`config.mk`:
```
export PLATFORM = sky130hd
export DESIGN_NAME = uart_tx_frame_flat
export DESIGN_NICKNAME = d
export VERILOG_FILES = /design/src/rtl/uart_tx_frame_if.sv /design/src/rtl/uart_tx_frame.sv /design/src/flat_wrapper.sv
export SDC_FILE = /design/constraint.sdc
export NUM_CORES = 1
export LEC_CHECK = 0
export BUFFER_PORTS_ARGS = -buffer_cell sky130_fd_sc_hd__buf_2
export CAP_MARGIN = 20
export CORE_MARGIN = 1
export CORE_UTILIZATION = 41
export DETAILED_ROUTE_END_ITERATION = 8
export HOLD_SLACK_MARGIN = 0.08
export PLACE_DENSITY = 0.72
export SLEW_MARGIN = 40
export SYNTH_ARGS = -nofsm -noshare
export SYNTH_HDL_FRONTEND = slang
export SYNTH_SLANG_ARGS = --single-unit
```
`constraint.sdc`:
```
create_clock -name clk_txf -period 2 [get_ports clk_txf]
set_input_delay 0.1 -clock clk_txf [delete_from_list [all_inputs] [get_ports clk_txf]]
set_output_delay 0.1 -clock clk_txf [all_outputs]
set_load 0.005 [all_outputs]
```
`src/rtl/uart_tx_frame_if.sv`:
```
// Host-side handshake and serial-line signals of the UART transmit framer.
// The master modport drives the byte and strobe; the slave (the framer) drives the line.
interface uart_tx_frame_if #(
  parameter int DATA_WIDTH = 8
);
  logic [DATA_WIDTH-1:0] p_data_txf;
  logic                  data_valid_txf;
  logic                  par_en_txf;
  logic                  par_typ_txf;
  logic                  tx_out_txf;
  logic                  busy_txf;

  modport master (
    output p_data_txf,
    output data_valid_txf,
    output par_en_txf,
    output par_typ_txf,
    input  tx_out_txf,
    input  busy_txf
  );

  modport slave (
    input  p_data_txf,
    input  data_valid_txf,
    input  par_en_txf,
    input  par_typ_txf,
    output tx_out_txf,
    output busy_txf
  );
endinterface

```
`src/rtl/uart_tx_frame.sv`:
```
// UART transmit framer: start bit, LSB-first data, optional even/odd parity, one stop bit.
// One bit per clk_txf cycle; tx_out_txf and busy_txf are registered.
module uart_tx_frame #(
  parameter int DATA_WIDTH = 8
) (
  input  logic           clk_txf,
  input  logic           rst_txf,
  uart_tx_frame_if.slave txf
);

  localparam int CNT_W = (DATA_WIDTH > 1) ? $clog2(DATA_WIDTH) : 1;
  localparam logic [CNT_W-1:0] LAST_BIT = CNT_W'(DATA_WIDTH - 1);

  typedef enum logic [2:0] {
    IDLE   = 3'd0,
    START  = 3'd1,
    DATA   = 3'd2,
    PARITY = 3'd3,
    STOP   = 3'd4
  } state_t;

  state_t                state_q, state_d;
  logic [DATA_WIDTH-1:0] data_q, data_d;
  logic                  par_en_q, par_en_d;
  logic                  par_typ_q, par_typ_d;
  logic [CNT_W-1:0]      cnt_q, cnt_d;
  logic                  tx_q, tx_d;
  logic                  busy_q, busy_d;

  always_ff @(posedge clk_txf or negedge rst_txf) begin
    if (!rst_txf) begin
      state_q   <= IDLE;
      data_q    <= '0;
      par_en_q  <= 1'b0;
      par_typ_q <= 1'b0;
      cnt_q     <= '0;
      tx_q      <= 1'b1;
      busy_q    <= 1'b0;
    end else begin
      state_q   <= state_d;
      data_q    <= data_d;
      par_en_q  <= par_en_d;
      par_typ_q <= par_typ_d;
      cnt_q     <= cnt_d;
      tx_q      <= tx_d;
      busy_q    <= busy_d;
    end
  end

  // Outputs are derived from the next state so the line changes on the same edge as the state.
  always_comb begin
    state_d   = state_q;
    data_d    = data_q;
    par_en_d  = par_en_q;
    par_typ_d = par_typ_q;
    cnt_d     = cnt_q;
    tx_d      = 1'b1;
    busy_d    = 1'b0;

    case (state_q)
      IDLE: begin
        if (txf.data_valid_txf) begin
          data_d    = txf.p_data_txf;
          par_en_d  = txf.par_en_txf;
          par_typ_d = txf.par_typ_txf;
          state_d   = START;
        end
      end
      START: begin
        cnt_d   = '0;
        state_d = DATA;
      end
      DATA: begin
        if (cnt_q == LAST_BIT) begin
          cnt_d   = '0;
          state_d = par_en_q ? PARITY : STOP;
        end else begin
          cnt_d = cnt_q + CNT_W'(1);
        end
      end
      PARITY: state_d = STOP;
      STOP:   state_d = IDLE;
      default: begin
        cnt_d   = '0;
        state_d = IDLE;
      end
    endcase

    case (state_d)
      START: begin
        tx_d   = 1'b0;
        busy_d = 1'b1;
      end
      DATA: begin
        tx_d   = data_d[cnt_d];
        busy_d = 1'b1;
      end
      PARITY: begin
        tx_d   = (^data_d) ^ par_typ_d;
        busy_d = 1'b1;
      end
      STOP: begin
        tx_d   = 1'b1;
        busy_d = 1'b1;
      end
      default: begin
        tx_d   = 1'b1;
        busy_d = 1'b0;
      end
    endcase
  end

  assign txf.tx_out_txf = tx_q;
  assign txf.busy_txf   = busy_q;

endmodule

```
`src/flat_wrapper.sv`:
```
// flat-port wrapper written by rule: the top's interface ports become plain ports
module uart_tx_frame_flat 
#(
  parameter int DATA_WIDTH = 8
)
  (clk_txf, rst_txf, txf_p_data_txf, txf_data_valid_txf, txf_par_en_txf, txf_par_typ_txf, txf_tx_out_txf, txf_busy_txf);
  uart_tx_frame_if #(.DATA_WIDTH(DATA_WIDTH)) txf_i ();
  input  logic clk_txf;
  input  logic rst_txf;
  input wire logic [$bits(txf_i.p_data_txf)-1:0] txf_p_data_txf;
  input wire logic [$bits(txf_i.data_valid_txf)-1:0] txf_data_valid_txf;
  input wire logic [$bits(txf_i.par_en_txf)-1:0] txf_par_en_txf;
  input wire logic [$bits(txf_i.par_typ_txf)-1:0] txf_par_typ_txf;
  output wire logic [$bits(txf_i.tx_out_txf)-1:0] txf_tx_out_txf;
  output wire logic [$bits(txf_i.busy_txf)-1:0] txf_busy_txf;
  assign txf_i.p_data_txf = txf_p_data_txf;
  assign txf_i.data_valid_txf = txf_data_valid_txf;
  assign txf_i.par_en_txf = txf_par_en_txf;
  assign txf_i.par_typ_txf = txf_par_typ_txf;
  assign txf_tx_out_txf = txf_i.tx_out_txf;
  assign txf_busy_txf = txf_i.busy_txf;
  uart_tx_frame #(.DATA_WIDTH(DATA_WIDTH)) u_core (.clk_txf(clk_txf), .rst_txf(rst_txf), .txf(txf_i));
endmodule
```
==> results of run 1 <==
-- cells by family after synthesis --
group	synth area share
buffers and inverters	0.0174
multiplexers	0.0633
flip-flops	0.448
adder cells (fa/ha/maj)	0.0248
XOR/XNOR	0.105
AND/OR/NAND/NOR	0.199
AO/OA/AOI/OAI	0.143
-- per-stage QoR --
| step | worst slack [ns] | cells | hold slack (ns) | utilization |
|---|---|---|---|---|
| floorplan | 0.00453 | 97 | -0.196 | - |
| global placement | -0.148 | 149 | 0.0512 | 0.531 |
| detailed placement | -0.151 | 149 | 0.0557 | 0.531 |
| CTS | -0.0378 | 164 | 0.0869 | 0.614 |
| global route | -0.177 | 164 | 0.0906 | 0.628 |
| finish | -0.0756 | 164 | 0.0868 | 0.628 |
-- cell type report --
cell class / instances / area share
clock buffer: 4 / 0.0186
sequential: 18 / 0.319
inverter: 2 / 0.00530
timing repair buffer: 37 / 0.192
tap: 28 / 0.0247
multi-input combinational: 75 / 0.441
-- routing by layer --
| metal | vias to the layer above | track usage | part of all wire |
|---|---|---|---|
| met1 | 415 | 0.259 | 0.45 |
| met4 | 0 | 0.0541 | 0.020 |
| met2 | 17 | 0.355 | 0.50 |
| met3 | 4 | 0.0526 | 0.032 |
| li1 | 418 | - | - |
| met5 | - | 0 | 0 |
-- layout by cell type (no fill, tap or decap), types with 2 or more instances in the layout --
cell type      count
mux2_2             3
a21oi_2            4
xnor2_1            7
a211o_1            3
inv_1              2
mux2i_1            2
clkbuf_4           3
dfrtp_1           17
o2bb2ai_1          2
a22o_1             2
buf_2             14
dlygate4sd3_1     10
nor2_1             3
nand2b_1          10
buf_4             12
nand2_1           18
xnor3_1            2
-- synthesized netlist by cell type (2+ instances only) --
cell type / count / share of area
xnor3_1: 2 / 0.045
mux2i_1: 3 / 0.030
inv_1: 2 / 0.0074
mux2_2: 3 / 0.033
nor2_1: 3 / 0.011
ha_1: 2 / 0.025
xnor2_1: 7 / 0.061
buf_2: 2 / 0.0099
nand2b_1: 10 / 0.062
or3_1: 2 / 0.012
a22o_1: 2 / 0.017
o2bb2ai_1: 2 / 0.017
a211o_1: 3 / 0.026
dfrtp_1: 17 / 0.42
nor3_1: 2 / 0.0099
nand2_1: 18 / 0.067
a21oi_1: 6 / 0.030
-- power breakdown --
group	internal (mW)	switching, mW
Clock	0.0781	0.124
Sequential	0.533	0.0916
Combinational	0.786	0.653
Total	1.40	0.868
-- flip-flops by register name (all words and copies together) (netlist names) --
| name | count |
|---|---|
| u_core.state_q | 3 |
| u_core.txf.tx_out_txf | 1 |
| u_core.data_q | 8 |
| u_core.cnt_q | 3 |
| u_core.par_en_q | 1 |
| u_core.txf.busy_txf | 1 |
| u_core.par_typ_q | 1 |
-- repair_timing --
| action | in CTS | in global routing |
|---|---|---|
| setup buffers | 1 | 0 |
| hold buffers | 10 | 0 |
| endpoints found under the hold margin | 27 | 0 |
| gates resized for setup | 10 | 6 |
| pin swaps | 6 | 2 |
| setup endpoints to repair | 1 | 1 |
-- worst reg2reg max path, delay by kind of cell, from the launching register on --
family	cells	cell delay, ns
AOI/OAI and AO/OA	4	0.61
DFF	1	0.40
and+or+nand+nor	2	0.65
adders and majority gates	2	0.36
-- how the worst max path moves through the flow --
| stage | slack (ns) | start | depth (start not counted) | to |
|---|---|---|---|---|
| 3_3_place_gp | -0.15 | u_core.cnt_q[0]$_DFF_PN0_ | 8 | u_core.txf.tx_out_txf$_DFF_PN1_ |
| 4_1_cts | -0.04 | u_core.cnt_q[0]$_DFF_PN0_ | 8 | u_core.txf.tx_out_txf$_DFF_PN1_ |
| 2_1_floorplan | 0.005 | u_core.cnt_q[0]$_DFF_PN0_ | 8 | u_core.txf.tx_out_txf$_DFF_PN1_ |
| 6_report | -0.08 | u_core.cnt_q[0]$_DFF_PN0_ | 8 | u_core.txf.tx_out_txf$_DFF_PN1_ |
| 3_5_place_dp | -0.15 | u_core.cnt_q[0]$_DFF_PN0_ | 8 | u_core.txf.tx_out_txf$_DFF_PN1_ |
| 5_1_grt | -0.18 | u_core.cnt_q[0]$_DFF_PN0_ | 8 | u_core.txf.tx_out_txf$_DFF_PN1_ |
==> flow_metrics.env, run 1 <==
export IMPL_die_area_um2=2660
export IMPL_stdcell_area_um2=1420
export IMPL_grt_max_degree=19
export IMPL_grt_pass1_wl_um=4040
export IMPL_cp_max_fo=5
export IMPL_synth_nets=112
export IMPL_cp_end_kind="flip-flop"
export IMPL_synthesis_area_um2=1010
export IMPL_io_pins=15
export IMPL_placedInstanceArea_um2=1200
export IMPL_clk_latency_ns=0.31
export IMPL_clockBufferDepth=2
export IMPL_worstReg2RegEnd="u_core.txf.tx_out_txf$_DFF_PN1_"
export IMPL_cts_root_buffer="clkbuf_4"
export IMPL_startpoint_type="flip-flop"
export IMPL_setup_ws_ns=-0.0756
export IMPL_cpMaxStageDelayCell="dfrtp_1"
export IMPL_antenna_found_initial=0
export IMPL_min_path_type="primary input to flip-flop"
export IMPL_timing_rr_start="u_core.cnt_q[0]$_DFF_PN0_"
export IMPL_yosysSeqAreaShare=0.448
export IMPL_timing_final_crit_share=1.04
export IMPL_rows=17
export IMPL_cts_sinks=18
export IMPL_status="finished with violations"
export IMPL_initial_core_util=0.447
export IMPL_die_w_um=51.6
export IMPL_crit_required_ns=2.23
export IMPL_area_growth_synth_to_final_pct=40.4
export IMPL_p_leak_nw=0.655
export IMPL_gp_congestion=0.748
export IMPL_maxCapViolations=0
export IMPL_hold_path_endpoint="u_core.data_q[1]$_DFF_PN0_"
export IMPL_maxSlewViolCount=0
export IMPL_ant_nets=0
export IMPL_rsz0062_at_grt="true"
export IMPL_violations="setup timing"
export IMPL_async_reset_ff_frac=1.00
export IMPL_drive_above_1_share=0.353
export IMPL_r2r_cells=8
export IMPL_critPathBufInv=0
export IMPL_path_delay_family="simple AND/OR/NAND/NOR gates"
export IMPL_worst_pin_slew_ns=0.426
export IMPL_netlist_instances=97
export IMPL_yosysWarnings=0
export IMPL_fin_skew_ns=0.0115
export IMPL_relSlewSlack=0.716
export IMPL_hp_start="txf_p_data_txf[1]"
export IMPL_coreArea_um2=2250
export IMPL_fmax_mhz=482
export IMPL_setup_viol=1
export IMPL_dp_hpwl_um=1640
export IMPL_seqCellArea_um2=452
export IMPL_die_h_um=51.6
export IMPL_wl_per_cell_um=14.5
export IMPL_power_density_nw_per_um2=1600
export IMPL_period_needed_ns=2.08
export IMPL_holdPathStages=2
export IMPL_drtIter0Drc=8
export IMPL_htree_levels=1
export IMPL_grt_pass1_vias=920
export IMPL_worst_ep_arrival_time_ns=2.31
export IMPL_numCtsBuffers=3
export IMPL_port_buffers=14
export IMPL_vdd_drop_max_v=0.00109
export IMPL_fill_cells=195
export IMPL_grt_overflow_total=0
export IMPL_synth_ff_latch_count=18
export IMPL_reg2reg_setup_slack_ns=-0.08
export IMPL_via_per_inst=5.21
export IMPL_cpPeakStageDelay_ns=0.40
export IMPL_ys_flop_type="dfrtp_1"
export IMPL_drtPass1Iterations=4
export IMPL_grtUsageTotal=0.207
export IMPL_clkSlewWorstSetupHoldPaths_ns=0.10
export IMPL_finalHoldViolations=0
export IMPL_total_power_mw=2.27
export IMPL_antenna_cells=0
export IMPL_fin_tns_setup_ns=-0.0756
export IMPL_yosysUniqueCellTypes=28
export IMPL_synth_avg_cell_area_um2=10.4
export IMPL_routed_wl_um=2380
export IMPL_finalNetCount=152
export IMPL_path_class="flip-flop to flip-flop"
export IMPL_cts_tree="built"
export IMPL_drc=0
export IMPL_multi_input_area_um2=624
export IMPL_num_vias=854
export IMPL_synth_edf_count=0
export IMPL_crit_chain="ha_2 -> ha_4 -> or3_4 -> a21o_4 -> a21oi_2 -> o41ai_2 -> nor4_4 -> o22ai_1"
(Power assumes the default switching activity.)
==> inputs of run 2 (changes only) <==
BUFFER_PORTS_ARGS = unset   (was -buffer_cell sky130_fd_sc_hd__buf_2)
DONT_BUFFER_PORTS = 1   (was unset)
PLACE_DENSITY = 0.64   (was 0.72)
clock period = 2.31 ns   (was 2 ns; I/O delays follow)
==> run 2 against run 1 <==
  * The run now ends clean
  * Clock skew is 0.0078 ns lower
  * Via count fell by 9.8%
  * Hold slack improved by 0.17 ns
  * Clock-buffer cell count unchanged
  * Non-clock buffer count is 21 lower
  * First-iteration DRC count grew 50%
  * Final area fell by 12%
  * Fmax shrank 6.8%
  * Critical path type unchanged
  * Critical endpoint unchanged
==> flow_metrics.env, run 2 (synthesized netlist as in run 1, its figures left out) <==
export IMPL_cts_sinks=18
export IMPL_stdcell_area_um2=1240
export IMPL_top_regs="u_core.data_q: 8 flops, u_core.cnt_q: 3 flops, u_core.state_q: 3 flops"
export IMPL_holdPathStages=4
export IMPL_timing_rr_start="u_core.cnt_q[0]$_DFF_PN0_"
export IMPL_numCtsBuffers=3
export IMPL_p_leak_nw=0.565
export IMPL_mostFrequentLayoutCells="18 x nand2_1, 17 x dfrtp_1, 12 x dlygate4sd3_1"
export IMPL_worstReg2RegEnd="u_core.txf.tx_out_txf$_DFF_PN1_"
export IMPL_grt_pass1_wl_um=3200
export IMPL_total_power_mw=1.76
export IMPL_coreArea_um2=2250
export IMPL_hp_start="txf_data_valid_txf"
export IMPL_maxSlewViolCount=0
export IMPL_worst_ep_arrival_time_ns=2.45
export IMPL_timing_final_crit_share=0.964
export IMPL_min_path_type="primary input to flip-flop"
export IMPL_setup_viol=0
export IMPL_num_vias=770
export IMPL_vdd_drop_max_v=0.000878
export IMPL_htree_levels=1
export IMPL_reg2reg_setup_slack_ns=0.08
export IMPL_crit_required_ns=2.53
export IMPL_crit_start="u_core.cnt_q[0]$_DFF_PN0_"
export IMPL_via_per_inst=5.38
export IMPL_maxCapViolations=0
export IMPL_largest_register="u_core.data_q"
export IMPL_drive_above_1_share=0.139
export IMPL_fin_skew_ns=0.00371
export IMPL_area_growth_synth_to_final_pct=23.4
export IMPL_cts_root_buffer="clkbuf_4"
export IMPL_layout_commonest_cell="nand2_1"
export IMPL_dp_cells=125
export IMPL_clkSlewWorstSetupHoldPaths_ns=0.10
export IMPL_grtUsageTotal=0.168
export IMPL_die_w_um=51.6
export IMPL_grt_overflow_total=0
export IMPL_placedInstanceArea_um2=1060
export IMPL_drtIter0Drc=12
export IMPL_hold_path_endpoint="u_core.data_q[3]$_DFF_PN0_"
export IMPL_rows=17
export IMPL_dp_hpwl_um=1400
export IMPL_r2r_cells=8
export IMPL_worst_pin_slew_ns=0.456
export IMPL_startpoint_type="flip-flop"
export IMPL_io_pins=15
export IMPL_power_density_nw_per_um2=1410
export IMPL_port_buffers=0
export IMPL_drtPass1Iterations=4
export IMPL_period_needed_ns=2.23
export IMPL_die_area_um2=2660
export IMPL_fmax_mhz=449
export IMPL_grt_max_degree=20
export IMPL_rsz0062_at_grt="false"
export IMPL_finalNetCount=131
export IMPL_cts_tree="built"
export IMPL_relSlewSlack=0.696
export IMPL_cp_end_kind="flip-flop"
export IMPL_path_class="flip-flop to flip-flop"
export IMPL_cp_max_fo=4
export IMPL_final_cells=143
export IMPL_die_h_um=51.6
export IMPL_antenna_found_initial=0
export IMPL_clockBufferDepth=2
export IMPL_clk_latency_ns=0.29
export IMPL_gp_congestion=0.782
export IMPL_largest_reg_flops=8
export IMPL_initial_core_util=0.447
export IMPL_wl_per_cell_um=14.3
export IMPL_finalHoldViolations=0
export IMPL_antenna_cells=0
export IMPL_ant_nets=0
export IMPL_drc=0
export IMPL_routed_wl_um=2050
export IMPL_status="completed"
export IMPL_grt_pass1_vias=759
==> run 2: cell type report <==
cell class | count | area, µm²
fill | 210 | 1010
multi-input combinational | 75 | 554
sequential | 18 | 452
timing repair buffer | 16 | 160
clock buffer | 4 | 36.3
tap | 28 | 35.0
inverter | 2 | 7.51
==> run 2: per-stage QoR <==
step                      setup slack, ns   util  hold WS, ns  setup TNS [ns]
final                              0.0833  0.552        0.253               0
after global routing              0.00566  0.552        0.262               0
after CTS                          0.0276  0.542        0.251               0
after detailed placement        -0.000449  0.471       -0.180       -0.000449
after global placement             0.0870  0.471       -0.180               0
after floorplan                     0.186      -       -0.180               0
==> run 2: critical path, cell delays in order, from the launching register on <==
cell     delay (ns)
dfrtp_1        0.42
ha_1           0.21
ha_1           0.22
or3_4          0.41
a21oi_2        0.20
nor3_1         0.08
o41ai_1        0.38
nor4_2         0.10
o22ai_1        0.14
==> run 2: how the worst max path moves through the flow <==
stage	cells past startpoint	slack, ns	endpoint
finish	8	0.08	u_core.txf.tx_out_txf$_DFF_PN1_
floorplan	8	0.19	u_core.txf.tx_out_txf$_DFF_PN1_
detailed placement	8	-0.0004	u_core.txf.tx_out_txf$_DFF_PN1_
global placement	8	0.09	u_core.txf.tx_out_txf$_DFF_PN1_
CTS	8	0.03	u_core.txf.tx_out_txf$_DFF_PN1_
global route	8	0.006	u_core.txf.tx_out_txf$_DFF_PN1_
==> run 2: repair_timing <==
| item | 4_1_cts | 5_1_grt |
|---|---|---|
| setup buffers | 0 | 1 |
| cloned | 0 | 0 |
| endpoints found under the setup margin | 1 | 1 |
| pin swaps | 0 | 3 |
| gates resized for setup | 1 | 2 |
| endpoints found under the hold margin | 29 | 17 |
| hold buffers | 12 | 1 |
==> run 2: per-layer routing <==
| layer | vias up | wire [µm] | GRT usage |
|---|---|---|---|
| met5 | - | 0 | 0 |
| met4 | 0 | 21 | 0.0541 |
| met3 | 2 | 98 | 0.0585 |
| met2 | 19 | 1000 | 0.292 |
| met1 | 368 | 926 | 0.191 |
| li1 | 381 | - | - |
==> run 2: report_power, final <==
group / switching, mW / internal [mW] / total [mW]
registers: 0.0887 / 0.462 / 0.551
clock network: 0.0976 / 0.0961 / 0.194
logic: 0.475 / 0.537 / 1.01
==> inputs of run 3 (changes only) <==
CORE_UTILIZATION = 60   (was 41)
PLACE_DENSITY = 0.88   (was 0.64)
==> run 3 against run 2 <==
  * Non-clock buffer count up 2
  * Critical path type unchanged
  * Highest routed layer unchanged
  * Die area down 31%
  * Largest cell class unchanged
  * Sequential share of layout area down 0.25 points
==> flow_metrics.env, run 3 (synthesized netlist as in run 1, its figures left out) <==
export IMPL_status="completed"
export IMPL_power_share_sequential=0.301
export IMPL_io_pins=15
export IMPL_grt_pass1_vias=787
export IMPL_power_share_clock=0.107
export IMPL_clk_latency_ns=0.30
export IMPL_ant_nets=0
export IMPL_num_vias=801
export IMPL_cpMaxStageDelayCell="dfrtp_1"
export IMPL_pwr_share_comb=0.592
export IMPL_grt_max_degree=19
export IMPL_rsz0062_at_grt="false"
export IMPL_cts_sinks=18
export IMPL_mostFrequentLayoutCells="18 x nand2_1, 17 x dfrtp_1, 12 x dlygate4sd3_1"
export IMPL_drc=0
export IMPL_worst_pin_slew_ns=0.452
export IMPL_min_path_type="primary input to asynchronous set/reset pin"
export IMPL_setup_ws_ns=0.0833
export IMPL_total_power_mw=1.83
export IMPL_worstReg2RegEnd="u_core.txf.tx_out_txf$_DFF_PN1_"
export IMPL_drive_above_1_share=0.188
export IMPL_preCtsSetupSlack_ns=-0.0296
export IMPL_via_per_inst=6.02
export IMPL_worst_ep_arrival_time_ns=2.44
export IMPL_cts_root_buffer="clkbuf_4"
export IMPL_reg2reg_setup_slack_ns=0.08
export IMPL_power_switching_uw=713
export IMPL_finalHoldViolations=0
export IMPL_antenna_cells=0
export IMPL_gp_congestion=0.859
export IMPL_fmax_mhz=449
export IMPL_die_area_um2=1850
export IMPL_coreArea_um2=1540
export IMPL_r2r_cells=6
export IMPL_area_growth_synth_to_final_pct=24.3
export IMPL_cpPeakStageDelay_ns=0.45
export IMPL_antenna_found_initial=0
export IMPL_finalNetCount=133
export IMPL_numCtsBuffers=3
export IMPL_port_buffers=0
export IMPL_top_regs="u_core.data_q: 8 flops, u_core.cnt_q: 3 flops, u_core.state_q: 3 flops"
export IMPL_drtPass1Iterations=4
export IMPL_fill_cells=102
export IMPL_timing_final_crit_share=0.964
export IMPL_dp_hpwl_um=1420
export IMPL_startpoint_type="flip-flop"
export IMPL_power_density_nw_per_um2=1460
export IMPL_grt_pass1_wl_um=3490
export IMPL_initial_core_util=0.654
export IMPL_htree_levels=1
export IMPL_die_h_um=43.0
export IMPL_internal_power_mw=1.12
export IMPL_grtUsageTotal=0.258
export IMPL_period_needed_ns=2.23
export IMPL_cts_tree="built"
export IMPL_die_w_um=43.0
export IMPL_relSlewSlack=0.699
export IMPL_fin_skew_ns=0.0101
export IMPL_vdd_drop_max_v=0.00110
export IMPL_swShare=0.390
export IMPL_maxSlewViolCount=0
export IMPL_grt_overflow_total=0
export IMPL_crit_end="u_core.txf.tx_out_txf$_DFF_PN1_"
export IMPL_clockBufferDepth=2
export IMPL_largest_reg_flops=8
export IMPL_p_leak_nw=0.574
export IMPL_timing_rr_start="u_core.state_q[2]$_DFF_PN0_"
export IMPL_cp_end_kind="flip-flop"
export IMPL_path_class="flip-flop to flip-flop"
export IMPL_largest_register="u_core.data_q"
export IMPL_rows=14
export IMPL_crit_start="u_core.state_q[2]$_DFF_PN0_"
export IMPL_setup_viol=0
export IMPL_layout_commonest_cell="nand2_1"
export IMPL_routed_wl_um=2190
export IMPL_crit_required_ns=2.52
export IMPL_cp_max_fo=13
export IMPL_wl_per_cell_um=16.4
export IMPL_crit_chain="nor4b_4 -> buf_4 -> mux2_2 -> xnor2_1 -> xnor3_1 -> o22ai_1"
export IMPL_drtIter0Drc=36
export IMPL_clkSlewWorstSetupHoldPaths_ns=0.11
export IMPL_maxCapViolations=0
==> run 3: cell count changes in the layout (fill, tap and decap cells not counted), sizes merged <==
cell  change
buf       +2
==> run 3: repair_timing <==
item,in CTS,in global routing
hold endpoints to repair,29,17
gates resized for setup,1,6
buffers inserted,1,1
hold buffers,12,1
endpoints found under the setup margin,1,1
pin swaps,1,3
==> run 3: critical path: cells and delay by family (launching register included) <==
kind	cells	cell delay, ns
compound gates	1	0.19
mux	1	0.37
simple gates	1	0.27
flops	1	0.45
xor+xnor	2	0.63
buf+inv	1	0.23
==> run 3: area by class of cell <==
cell class / instances / area [µm²] / share of cell area
Tap cell: 16 / 20.0 / 0.0160
Timing Repair Buffer: 18 / 163 / 0.130
Sequential cell: 18 / 452 / 0.360
Multi-Input combinational cell: 75 / 576 / 0.459
Clock buffer: 4 / 36.3 / 0.0289
Inverter: 2 / 7.51 / 0.00599
==> run 3: worst min path at each step <==
stage | start | endpoint | slack [ns] | cells past startpoint
final | rst_txf | u_core.data_q[5]$_DFF_PN0_ | 0.26 | 2
after global routing | rst_txf | u_core.par_en_q$_DFFE_PN0P_ | 0.31 | 2
after CTS | txf_data_valid_txf | u_core.par_en_q$_DFFE_PN0P_ | 0.28 | 4
after detailed placement | rst_txf | u_core.par_en_q$_DFFE_PN0P_ | -0.18 | 0
after global placement | rst_txf | u_core.par_en_q$_DFFE_PN0P_ | -0.18 | 0
after floorplan | rst_txf | u_core.cnt_q[0]$_DFF_PN0_ | -0.18 | 0
==> run 3: stage by stage <==
stage | utilization | instances | setup TNS (ns) | area [µm²] | hold WS, ns
5_1_grt | 0.813 | 133 | 0 | 1250 | 0.310
4_1_cts | 0.784 | 131 | 0 | 1210 | 0.279
2_1_floorplan | - | 97 | 0 | 1010 | -0.180
6_report | 0.813 | 133 | 0 | 1250 | 0.257
3_5_place_dp | 0.675 | 114 | -0.0296 | 1040 | -0.180
3_3_place_gp | 0.675 | 114 | 0 | 1040 | -0.180
==> run 3: power by group through the flow <==
stage                     sequential (mW)  clock [mW]  combinational (mW)
final                               0.550       0.196                1.08
after global routing                0.563       0.206                1.16
after CTS                           0.551       0.192               0.989
after detailed placement            0.561           0               0.925
after global placement              0.552           0               0.909
after floorplan                     0.540           0               0.767
==> run 3: routing by layer <==
metal  GRT usage  routed length, µm  up-vias
met2       0.445               1100       39
met5           0                  0        -
met1       0.345                917      378
li1            -                  -      380
met4      0.0545                 17        0
met3      0.0383                153        4
